==> config.mk <==
export PLATFORM = sky130hd
export DESIGN_NAME = poly_vec_addsub_flat
export DESIGN_NICKNAME = d
export VERILOG_FILES = /design/src/rtl/poly_vec_addsub_if.sv /design/src/rtl/poly_vec_addsub.sv /design/src/flat_wrapper.sv
export SDC_FILE = /design/constraint.sdc
export NUM_CORES = 1
export LEC_CHECK = 0
export CORE_MARGIN = 2
export CORE_UTILIZATION = 45
export DETAILED_ROUTE_END_ITERATION = 8
export HOLD_SLACK_MARGIN = 0.05
export PLACE_DENSITY = 0.75
export SKIP_CTS_REPAIR_TIMING = 1
export SYNTH_ARGS = -nofsm -noshare
export SYNTH_HDL_FRONTEND = slang
export SYNTH_SLANG_ARGS = --single-unit
export TNS_END_PERCENT = 100
==> constraint.sdc <==
create_clock -name clk -period 14.35 [get_ports clk]
set_input_delay 2.87 -clock clk [delete_from_list [all_inputs] [get_ports clk]]
set_output_delay 2.87 -clock clk [all_outputs]
set_load 0.005 [all_outputs]
==> src/rtl/poly_vec_addsub_if.sv <==
// Beat-level handshake bundle for poly_vec_addsub: input operand stream,
// result stream with framing flags, and the sticky operand-range flag.
interface poly_vec_addsub_if #(
    parameter int LANES = 4
) ();
    logic [1:0]          mode;
    logic                in_valid;
    logic                in_ready;
    logic [32*LANES-1:0] in_a;
    logic [32*LANES-1:0] in_b;
    logic                out_valid;
    logic                out_ready;
    logic [32*LANES-1:0] out_c;
    logic                out_last_poly;
    logic                out_last;
    logic                range_err;

    modport master (
        output mode, in_valid, in_a, in_b, out_ready,
        input  in_ready, out_valid, out_c, out_last_poly, out_last, range_err
    );

    modport slave (
        input  mode, in_valid, in_a, in_b, out_ready,
        output in_ready, out_valid, out_c, out_last_poly, out_last, range_err
    );
endinterface

==> src/rtl/poly_vec_addsub.sv <==
// Two-stage streaming coefficient add/sub over frames of K polynomials,
// with raw 32-bit wrap or mod-Q reduced modes latched per frame.
module poly_vec_addsub #(
    parameter int LANES = 4,
    parameter int N     = 256,
    parameter int K     = 4,
    parameter int Q     = 8380417
) (
    input logic              clk,
    input logic              rst,
    poly_vec_addsub_if.slave bus
);
    localparam int          PB    = N / LANES;
    localparam int          BEATS = K * PB;
    localparam int          CW    = (BEATS > 1) ? $clog2(BEATS) : 1;
    localparam logic [31:0] PB_U  = 32'(PB);
    localparam logic signed [32:0] QS = 33'(Q);

    typedef enum logic [1:0] {
        MODE_ADD   = 2'b00,
        MODE_SUB   = 2'b01,
        MODE_ADD_Q = 2'b10,
        MODE_SUB_Q = 2'b11
    } mode_e;

    logic                advance, accept, out_fire, lane_bad;
    logic [CW-1:0]       in_cnt_q, in_cnt_d, out_cnt_q, out_cnt_d;
    mode_e               mode_q, mode_d, beat_mode;
    logic                range_err_q, range_err_d;
    logic signed [32:0]  a_x [LANES];
    logic signed [32:0]  b_x [LANES];
    logic signed [32:0]  s1_r_d [LANES];
    logic signed [32:0]  s1_r_q [LANES];
    mode_e               s1_mode_q;
    logic                s1_valid_q;
    logic                s2_valid_q;
    logic [32*LANES-1:0] s2_c_d, s2_c_q;

    // Both stages move together whenever the output register can be refilled.
    assign advance  = !s2_valid_q || bus.out_ready;
    assign accept   = bus.in_valid && advance;
    assign out_fire = s2_valid_q && bus.out_ready;
    assign beat_mode = (in_cnt_q == '0) ? mode_e'(bus.mode) : mode_q;

    always_comb begin
        // NOTE: every signal gets a default first so no path leaves one unassigned and no latch is inferred.
        in_cnt_d    = in_cnt_q;
        out_cnt_d   = out_cnt_q;
        mode_d      = mode_q;
        lane_bad    = 1'b0;
        range_err_d = range_err_q;
        if (accept) begin
            in_cnt_d = (in_cnt_q == CW'(BEATS - 1)) ? '0 : in_cnt_q + CW'(1);
            mode_d   = beat_mode;
        end
        if (out_fire)
            out_cnt_d = (out_cnt_q == CW'(BEATS - 1)) ? '0 : out_cnt_q + CW'(1);
        for (int i = 0; i < LANES; i++) begin
            a_x[i]    = {bus.in_a[32*i+31], bus.in_a[32*i +: 32]};
            b_x[i]    = {bus.in_b[32*i+31], bus.in_b[32*i +: 32]};
            s1_r_d[i] = beat_mode[0] ? a_x[i] - b_x[i] : a_x[i] + b_x[i];
            if (a_x[i][32] || a_x[i] >= QS || b_x[i][32] || b_x[i] >= QS)
                lane_bad = 1'b1;
        end
        if (accept && beat_mode[1] && lane_bad)
            range_err_d = 1'b1;
    end

    // Single conditional correction brings an in-range sum/difference into [0, Q).
    always_comb begin
        s2_c_d = '0;
        for (int i = 0; i < LANES; i++) begin
            case (s1_mode_q)
                MODE_ADD_Q: s2_c_d[32*i +: 32] = (s1_r_q[i] >= QS) ? 32'(s1_r_q[i] - QS)
                                                                  : s1_r_q[i][31:0];
                MODE_SUB_Q: s2_c_d[32*i +: 32] = s1_r_q[i][32] ? 32'(s1_r_q[i] + QS)
                                                               : s1_r_q[i][31:0];
                default:    s2_c_d[32*i +: 32] = s1_r_q[i][31:0];
            endcase
        end
    end

    always_ff @(posedge clk) begin
        // NOTE: state updates use <= so each register samples its neighbours' pre-edge values.
        if (rst) begin
            in_cnt_q    <= '0;
            out_cnt_q   <= '0;
            mode_q      <= MODE_ADD;
            range_err_q <= 1'b0;
            s1_valid_q  <= 1'b0;
            s2_valid_q  <= 1'b0;
            s2_c_q      <= '0;
        end else begin
            in_cnt_q    <= in_cnt_d;
            out_cnt_q   <= out_cnt_d;
            mode_q      <= mode_d;
            range_err_q <= range_err_d;
            if (advance) begin
                s1_valid_q <= bus.in_valid;
                s2_valid_q <= s1_valid_q;
                if (s1_valid_q)
                    s2_c_q <= s2_c_d;
            end
        end
    end

    // NOTE: S1 payload is not reset; s1_valid_q gates every use of it.
    always_ff @(posedge clk) begin
        if (accept) begin
            s1_r_q    <= s1_r_d;
            s1_mode_q <= beat_mode;
        end
    end

    assign bus.in_ready      = advance;
    assign bus.out_valid     = s2_valid_q;
    assign bus.out_c         = s2_c_q;
    assign bus.out_last_poly = s2_valid_q && ((32'(out_cnt_q) % PB_U) == PB_U - 32'd1);
    assign bus.out_last      = s2_valid_q && (out_cnt_q == CW'(BEATS - 1));
    assign bus.range_err     = range_err_q;
endmodule

==> src/flat_wrapper.sv <==
// flat-port wrapper written by rule: the top's interface ports become plain ports
module poly_vec_addsub_flat 
#(
    parameter int LANES = 4,
    parameter int N     = 256,
    parameter int K     = 4,
    parameter int Q     = 8380417
)
  (clk, rst, bus_mode, bus_in_valid, bus_in_a, bus_in_b, bus_out_ready, bus_in_ready, bus_out_valid, bus_out_c, bus_out_last_poly, bus_out_last, bus_range_err);
  poly_vec_addsub_if #(.LANES(LANES)) bus_i ();
  input logic clk;
  input logic rst;
  input wire logic [$bits(bus_i.mode)-1:0] bus_mode;
  input wire logic [$bits(bus_i.in_valid)-1:0] bus_in_valid;
  input wire logic [$bits(bus_i.in_a)-1:0] bus_in_a;
  input wire logic [$bits(bus_i.in_b)-1:0] bus_in_b;
  input wire logic [$bits(bus_i.out_ready)-1:0] bus_out_ready;
  output wire logic [$bits(bus_i.in_ready)-1:0] bus_in_ready;
  output wire logic [$bits(bus_i.out_valid)-1:0] bus_out_valid;
  output wire logic [$bits(bus_i.out_c)-1:0] bus_out_c;
  output wire logic [$bits(bus_i.out_last_poly)-1:0] bus_out_last_poly;
  output wire logic [$bits(bus_i.out_last)-1:0] bus_out_last;
  output wire logic [$bits(bus_i.range_err)-1:0] bus_range_err;
  assign bus_i.mode = bus_mode;
  assign bus_i.in_valid = bus_in_valid;
  assign bus_i.in_a = bus_in_a;
  assign bus_i.in_b = bus_in_b;
  assign bus_i.out_ready = bus_out_ready;
  assign bus_in_ready = bus_i.in_ready;
  assign bus_out_valid = bus_i.out_valid;
  assign bus_out_c = bus_i.out_c;
  assign bus_out_last_poly = bus_i.out_last_poly;
  assign bus_out_last = bus_i.out_last;
  assign bus_range_err = bus_i.range_err;
  poly_vec_addsub #(.LANES(LANES), .N(N), .K(K), .Q(Q)) u_core (.clk(clk), .rst(rst), .bus(bus_i));
endmodule
# After elaboration in Yosys (flattened, before gate mapping)
# Index checks and enable logic that the tools add are counted.
[totals]
reg_bits = 283
inputBits = 262
out_inout_bits = 133
wordCells = 92
[classes]
add_sub_neg = 18
order_cmp = 12
n_eq_ne = 5
n_mux = 23
reduce_logical = 22
[ops]
columns = ["op", "n"]
rows = [
  ["32-bit by 24-bit >= comparator with 1-bit output, second input constant", 8],
  ["32-bit two-way mux", 8],
  ["32-bit case mux with 2 select lines", 4],
  ["32-bit by 32-bit adder with 33-bit output", 4],
  ["33-bit by 24-bit >= comparator with 1-bit output, second input constant", 4],
  ["33-bit two-way mux", 4],
  ["32-bit by 32-bit subtractor with 33-bit output", 4],
  ["32-bit by 24-bit adder with 32-bit output, second input constant", 4],
  ["32-bit by 24-bit subtractor with 32-bit output, second input constant", 4],
  ["8-bit by 1-bit adder with 8-bit output, second input constant", 2],
  ["8-bit equality test, second input constant", 2],
  ["8-bit two-way mux", 2],
  ["1-bit logical OR", 13],
  ["8-bit logical NOT", 1],
  ["6-bit equality test, second input constant", 1],
  ["1-bit logical AND", 6],
  ["2-bit equality test, second input constant", 2],
  ["1-bit two-way mux", 4],
  ["2-bit two-way mux", 1],
  ["2-bit AND reduction", 1],
  ["1-bit logical NOT", 1],
]

# Logic depth before layout (Yosys ltp)
# Gate-level depths: netlist (run 1).
[depth]
word_depth = 9
ltp_mapped = 19
ltp_nobuf = 17

# Worst setup path after synthesis (run 1)
# No wires, ideal clock.
[synth_path]
path_type = "in2reg"
start = "in bus_out_ready"
end = "reg u_core.in_cnt_q[2]"
setup_ns = 0.130
t_arrival_ns = 6.711
required_time_ns = 14.220
slack_ns = 7.509
path_stages = 6
path_buffers = 0
path_cell_list = "nand2b_1 nand2_1 inv_1 nand2_1 o21ai_0 nor2_1"
[synth_via]
elab_chain_cells = 2
[synth_rtl]
columns = ["element", "line", "text"]
rows = [
  ["start: declaration", "flat_wrapper.sv:17", "input wire logic [$bits(bus_i.out_ready)-1:0] bus_out_ready;"],
  ["1-bit logical OR", "poly_vec_addsub.sv:40", "assign advance = !s2_valid_q || bus.out_ready;"],
  ["1-bit logical AND", "poly_vec_addsub.sv:41", "assign accept = bus.in_valid && advance;"],
  ["net u_core.accept", "poly_vec_addsub.sv:26", "logic advance, accept, out_fire, lane_bad;"],
  ["end signal: assignment", "poly_vec_addsub.sv:94", "in_cnt_q <= in_cnt_d;"],
  ["end: declaration", "poly_vec_addsub.sv:27", "logic [CW-1:0] in_cnt_q, in_cnt_d, out_cnt_q, out_cnt_d;"],
]
# The timed path passes the listed nets, and every way through them passes these cells.
# A chain may end at the register's enable or synchronous reset.

==> metrics, run 1 <==
final hold vios 0; post-synth top area cell edfxtp_1; RSZ-0062 raised after global routing no; largest net degree at the start of global routing 80; crit path DAT 7.85 ns; layout cells sized above 1 0.0356; syn avg cell area about 8.1 um^2; Rows 84; hold_ws around 0.45 ns; Slew @ Worst Pin 1.00 ns; GP Congestion 1.00; Max VDD drop between 0.00007 and 0.00008 V; H-Tree Depth 2; CP top delay family simple AND/OR/NAND/NOR gates; worst path required time about 15 ns; Setup WS pre-CTS between 6 and 7 ns; reg-to-reg slack, setup 8.37 ns; worst r2r src u_core.in_cnt_q[0]$_SDFFE_PP0P_; total power between 3 and 4 mW; CTS Root Buffer Type clkbuf_16; maximum root-to-sink buffer count 3; Post-Syn Nets between 3,000 and 4,000; hold depth 2; first-pass GRT wire length about 130,000 um; critical setup path kind primary input to flop; fmax approximately 130 MHz; post-synth top area share 0.168; Synth Warn # 0; crit-path most repeated cell nand2_1; GRT Total Usage 0.293; WL met3 roughly 7400 um; setup TNS 0 ns; Hold Crit Start u_core.bus.out_c[72]$_SDFFE_PP0P_; final period demand of the worst path between 7 and 8 ns; CTS buffer count 34; Critical Path Fanout Max 5; GRT overflow 0; R2R Path End u_core.s1_r_q[30]$_DFFE_PP_; clk_lat worst skew ~0.57 ns; WP buf/inv 1; Final Cycle Share 0.528; Worst setup EP type flop; DRT antenna net count 0; dominant synthesized flop cell dfxtp_1; CTS tree yes; clock sink total roughly 280; sequential-to-total area share from yosys stat 0.292; DR pass1 iterations 6; drt total wl around 84,000 um; Syn Inst Count just under 3,000; P&R area growth vs syn 24.0%; startpoint types primary input; final setup skew 0.0342 ns; Core Region ~0.053 mm^2; boundary pin count between 300 and 400; Mapped Area ~0.024 mm^2; vias approximately 24,000; vias in the first global route approximately 22,000; Max-Slew Margin vs Limit 0.324; #FFs+latches synth around 280; run status finished, final reports clean; I/O Buffers roughly 390; Worst Reg-to-Reg Cells 19; Routed met2 length between 30,000 and 40,000 um; EDFF count, synth roughly 130; Iter 0 DRT Violations around 2,200; post-route setup slack about 6.8 ns; slowest stage delay, CP 0.86 ns; wire per inst approximately 21 um; PD cells 116 mW/mm^2; Post-Route M1 WL between 30,000 and 40,000 um; initial antenna violation count 28; crit path cell chain clkdlybuf4s50_1 -> nor4_1 -> nand3b_1 -> nor2_1 -> nand2_1 -> o41ai_1 -> xor2_1 -> ha_1 -> and4_1 -> nand2_1 -> a2111oi_0 -> nor3_1 -> o31ai_1 -> or4_1 -> nand4_1; Post-layout nets approximately 3,700; die area 0.0551 mm^2; top cells by count, synth nand2_1, nor2_1, a21oi_1, o21ai_0, xor2_1; Async S/R FF share, synth 0; DR vias/cell 6.06; Worst-path clk slew roughly 0.060 ns; # DRC 0; Worst Hold Path EP u_core.bus.out_c[72]$_SDFFE_PP0P_; max cap viols 0; Area contributors post-synth edfxtp_1, dfxtp_1, ha_1; end-of-flow core utilization 0.565; Starting Density 0.456; top-count cell post-synth nand2_1; Die Height about 230 um; final count of negative-setup-slack endpoints 0; die width 235 um; Hold Path Class flop to flop; Detail Placement HPWL approximately 67,000 um; post-synthesis cell type count 85; slowest stage cell, crit path a2111oi_0; Lkg Pwr between 10 and 15 nW; top sig layer met5; Final Max Tran Viols 0
cell families (layout without fill, tap and decap cells):
logic type,count (synthesis),count (layout),synth area share
adders and majority gates,159,159,0.0843
muxes,21,21,0.00888
and+or+nand+nor,1196,1196,0.257
xor gates and xnor gates,311,311,0.114
other,0,17,0
DFF,283,283,0.292
buffers and inverters,200,568,0.0317
AOI/OAI and AO/OA,779,779,0.212
worst max path at each step:
stage                                       to  depth (start not counted)  slack (ns)           from
6_report           u_core.s1_r_q[30]$_DFFE_PP_                         15        6.78  bus_in_b[102]
5_1_grt            u_core.s1_r_q[30]$_DFFE_PP_                         15        6.30  bus_in_b[100]
4_1_cts           u_core.s1_r_q[130]$_DFFE_PP_                         16        6.87    bus_in_b[0]
3_5_place_dp      u_core.s1_r_q[130]$_DFFE_PP_                         16        6.32    bus_in_b[0]
3_3_place_gp      u_core.s1_r_q[130]$_DFFE_PP_                         16        6.44    bus_in_b[0]
2_1_floorplan  u_core.in_cnt_q[2]$_SDFFE_PP0P_                          6        7.51  bus_out_ready
worst register-to-register path, stage by stage, from the launching register on:
cell,delay [ns]
dfxtp_1,0.34
inv_1,0.09
ha_1,0.17
nor4b_1,0.54
a21boi_0,0.34
nor2_4,0.16
buf_4,0.41
clkinv_1,0.13
buf_4,0.31
a21o_1,0.24
xor2_1,0.17
ha_1,0.39
nand3_1,0.14
nor2_1,0.12
o31ai_1,0.11
a2111oi_0,0.84
nor3_1,0.23
o31ai_1,0.67
or4_1,0.21
nand4_1,0.12
flip-flops by register name, summed over array words and instances, names as in the netlist:
register and cells:
u_core.s1_r_q 132, u_core.bus.out_c 128, u_core.in_cnt_q 8, u_core.out_cnt_q 8, u_core.mode_q 2, u_core.s1_mode_q 2, u_core.bus.out_valid 1, u_core.bus.range_err 1
u_core.s1_valid_q 1
report_power, final:
| part | internal [mW] | switching (mW) | leakage, nW | total, mW |
|---|---|---|---|---|
| Clock | 0.513 | 0.365 | 0.549 | 0.878 |
| Sequential | 1.04 | 0.204 | 2.52 | 1.25 |
| Combinational | 0.588 | 0.746 | 7.93 | 1.33 |
placed cells by master (no fill, tap or decap), drive strengths merged, types with 134 or more instances in the layout:
master and count:
a21oi 201, ha 155, xnor2 150, nor2 212, dfxtp 149, edfxtp 134
nand3 142, o21ai 177, xor2 161, nand2 278, clkdlybuf4s50 393
layout make-up:
cell class                      count  area, um^2
Clock inverter                     21         225
Timing Repair Buffer              413        4080
Clock buffer                       41         908
Multi-Input combinational cell   2466       16200
Antenna cell                       17        42.5
Inverter                           93         352
Tap cell                          688         861
Sequential cell                   283        7010
Fill cell                        4889       22800
per-stage QoR:
stage / instances / area [um^2]
final: 4022 / 29700
after floorplan: 2949 / 24000
after detailed placement: 3943 / 28500
after global routing: 4016 / 29700
after global placement: 3943 / 28500
after CTS: 4005 / 29700
metal layers:
metal	vias up	GRT usage
met5	-	0
met4	26	0.123
met3	184	0.0650
met2	1020	0.448
met1	11300	0.398
li1	11900	-
No activity file was read; power rests on OpenSTA's default activity.
==> run 2, diff against run 1 <==
--- a/config.mk
+++ b/config.mk
@@ -9,7 +9,7 @@
 export CORE_UTILIZATION = 45
 export DETAILED_ROUTE_END_ITERATION = 8
 export HOLD_SLACK_MARGIN = 0.05
-export PLACE_DENSITY = 0.75
+export PLACE_DENSITY = 0.78
 export SKIP_CTS_REPAIR_TIMING = 1
 export SYNTH_ARGS = -nofsm -noshare
 export SYNTH_HDL_FRONTEND = slang
==> constraint.sdc (replaced) <==
create_clock -name clk -period 6.9 [get_ports clk]
set_input_delay 1.38 -clock clk [delete_from_list [all_inputs] [get_ports clk]]
set_output_delay 1.38 -clock clk [all_outputs]
set_load 0.005 [all_outputs]
==> run 2 against run 1 <==
Register-to-register slack worse by 7.2 ns. Setup slack worse by 5.9 ns. Utilization down 0.24 points. Critical endpoint is now u_core.s1_r_q[130]$_DFFE_PP_. Routed wire length down 1.4%. Flip-flop and latch count unchanged. Total power up 100%. Largest cell class unchanged. Final cell count about the same. Largest power group unchanged. Sequential power up 110%. Global-route usage down 0.59 points. Clock power up 83%.
==> metrics, run 2 (same netlist as run 1, synthesis figures left out) <==
GRT overflow 0 (unchanged); most common cell after layout, fill and taps aside clkdlybuf4s50_1; Worst setup EP type flop; PD cells 236 mW/mm^2 (+100%); die area 0.0551 mm^2 (unchanged); CTS tree yes; GRT Total Usage 0.287 (-0.00590); slowest stage cell, crit path a2111oi_0; maximum root-to-sink buffer count 3 (unchanged); Cells after DPL 3,944 (+0.025%); Hold Crit Start u_core.bus.out_c[93]$_SDFFE_PP0P_; Clk pwr share 0.231 (-0.023); CTS buffer count 30 (-12%); max cap viols 0 (unchanged); DR pass1 iterations 9 (+3); fmax 165 MHz; vias 24,600 (+0.71%); P&R area growth vs syn 23.5%; post-route insts no fill 4,018 (-0.099%); crit-path most repeated cell ha_1; startpoint types primary input; DRT antenna net count 0 (unchanged); max reg flops 132 (unchanged); Lkg Pwr 10.9 nW (-0.56%); # DRC 0 (unchanged); Max VDD drop 0.000197 V (+150%); Reg with most FFs u_core.s1_r_q; final setup skew 0.0267 ns (-0.00752 ns); DP Area 0.0286 mm^2 (about the same); post-route setup slack 0.829 ns (-5.95 ns); hold_ws 0.450 ns (+0.000627 ns); end-of-flow core utilization 0.563 (-0.00236); sw power 2.65 mW (+100%); initial antenna violation count 34 (+21%); slowest stage delay, CP 0.82 ns (-0.04 ns); final hold vios 0 (unchanged); layout cells sized above 1 0.0338 (-0.00175); final count of negative-setup-slack endpoints 0 (unchanged); Max-Slew Margin vs Limit 0.338 (+0.0140); fillers 4,885 (-0.082%); Detail Placement HPWL 66,300 um (-1.2%); run status finished, final reports clean; DR vias/cell 6.11 (+0.81%); Worst-path clk slew 0.06 ns (about the same); Hold Path Class flop to flop; clk_lat worst skew 0.58 ns (about the same); vias in the first global route 22,400 (+0.62%); Final Max Tran Viols 0 (unchanged); sequential share of power 0.372 (+0.011); GP Congestion 1.03 (+2.5%); critical setup path kind primary input to flop; CTS Root Buffer Type clkbuf_16; Final Cycle Share 0.880; crit path DAT 6.45 ns (-1.40 ns); Die Height 235 um (unchanged); Post-layout nets 3,709 (-0.081%); reg-to-reg slack, setup 1.15 ns (-7.22 ns); clock sink total 283 (unchanged); die width 235 um (unchanged); I/O Buffers 394 (unchanged); Iter 0 DRT Violations 2,187 (-0.23%); crit path cell chain clkdlybuf4s50_1 -> inv_1 -> ha_1 -> or4b_2 -> nor4_1 -> nor2_1 -> xnor2_1 -> ha_1 -> and4_1 -> nand2_1 -> a211oi_1 -> o32a_1 -> a2111oi_0 -> nor4b_1 -> o211a_1 -> a311oi_1; Starting Density 0.456 (unchanged); Setup WS pre-CTS 0.352 ns (-5.97 ns); Worst Reg-to-Reg Cells 17 (-2); Cell Int Power 4.32 mW (+100%); worst path required time 7.28 ns (-7.35 ns); RSZ-0062 raised after global routing no; total power 6.97 mW (+100%); H-Tree Depth 1 (-1); Slew @ Worst Pin 0.993 ns (-0.0118 ns); wire per inst 20.6 um (-1.3%); fin area 0.0296 mm^2 (-0.42%); Core Region 0.0526 mm^2 (unchanged); final period demand of the worst path between 6 and 7 ns; first-pass GRT wire length 127,000 um (-0.86%); setup TNS 0 ns (unchanged); worst r2r src u_core.in_cnt_q[0]$_SDFFE_PP0P_; hold depth 2 (unchanged); Comb power frac 0.396 (+0.010); Worst Hold Path EP u_core.bus.out_c[93]$_SDFFE_PP0P_; commonest cells after routing, fill and taps aside clkdlybuf4s50_1, nand2_1, nor2_1, a21oi_1, o21ai_0; Switching Share 0.380 (about the same); drt total wl 82,900 um (-1.4%); Critical Path Fanout Max 5 (unchanged); Rows 84 (unchanged); R2R Path End u_core.s1_r_q[32]$_DFFE_PP_; boundary pin count 395 (unchanged); largest net degree at the start of global routing 80 (unchanged)
run 2: changes by cell type in the layout (fill, tap and decap cells not counted), sizes merged:
cell	previous run	this run
clkinv	13	9
clkbuf	41	42
inv	95	93
diode	17	19
bufinv	3	1
buf	20	21
run 2: area by class of cell:
cell class,instances,area (um^2),share of cell area
multi-input combinational,2466,16200,0.549
timing repair buffer,414,4100,0.139
antenna,19,47.5,0.00161
clock buffer,42,881,0.0298
inverter,93,352,0.0119
sequential,283,7010,0.237
clock inverter,13,106,0.00359
tap,688,861,0.0291
run 2: metal layers:
layer | track usage | up-vias | routed length [um]
met1 | 0.387 | 11400 | 35500
met4 | 0.124 | 32 | 3470
met5 | 0 | - | 214
li1 | - | 11800 | -
met2 | 0.437 | 1124 | 35900
met3 | 0.0679 | 199 | 7900
run 2: worst max-delay path by stage:
stage,from,slack [ns],cells after the start,to
2_1_floorplan,bus_out_ready,1.55,6,u_core.in_cnt_q[2]$_SDFFE_PP0P_
3_3_place_gp,bus_in_b[0],0.52,16,u_core.s1_r_q[130]$_DFFE_PP_
3_5_place_dp,bus_in_b[0],0.35,16,u_core.s1_r_q[130]$_DFFE_PP_
4_1_cts,bus_in_b[0],0.92,16,u_core.s1_r_q[130]$_DFFE_PP_
5_1_grt,bus_in_b[0],0.34,16,u_core.s1_r_q[130]$_DFFE_PP_
6_report,bus_in_b[0],0.83,16,u_core.s1_r_q[130]$_DFFE_PP_
run 2: power groups by stage:
stage / registers, mW / logic [mW] / clock network [mW]
floorplan: 2.42 / 1.91 / 0
global placement: 2.60 / 2.68 / 0
detailed placement: 2.61 / 2.71 / 0
CTS: 2.57 / 2.72 / 1.64
global route: 2.63 / 3.04 / 1.70
finish: 2.60 / 2.76 / 1.61
run 2: worst max-delay path: cells and delay by family:
family,cells,cell delay [ns]
xor+xnor,1,0.16
simple gates,6,1.97
compound gates,5,1.79
buf+inv,2,0.61
fa+ha+maj,2,0.52
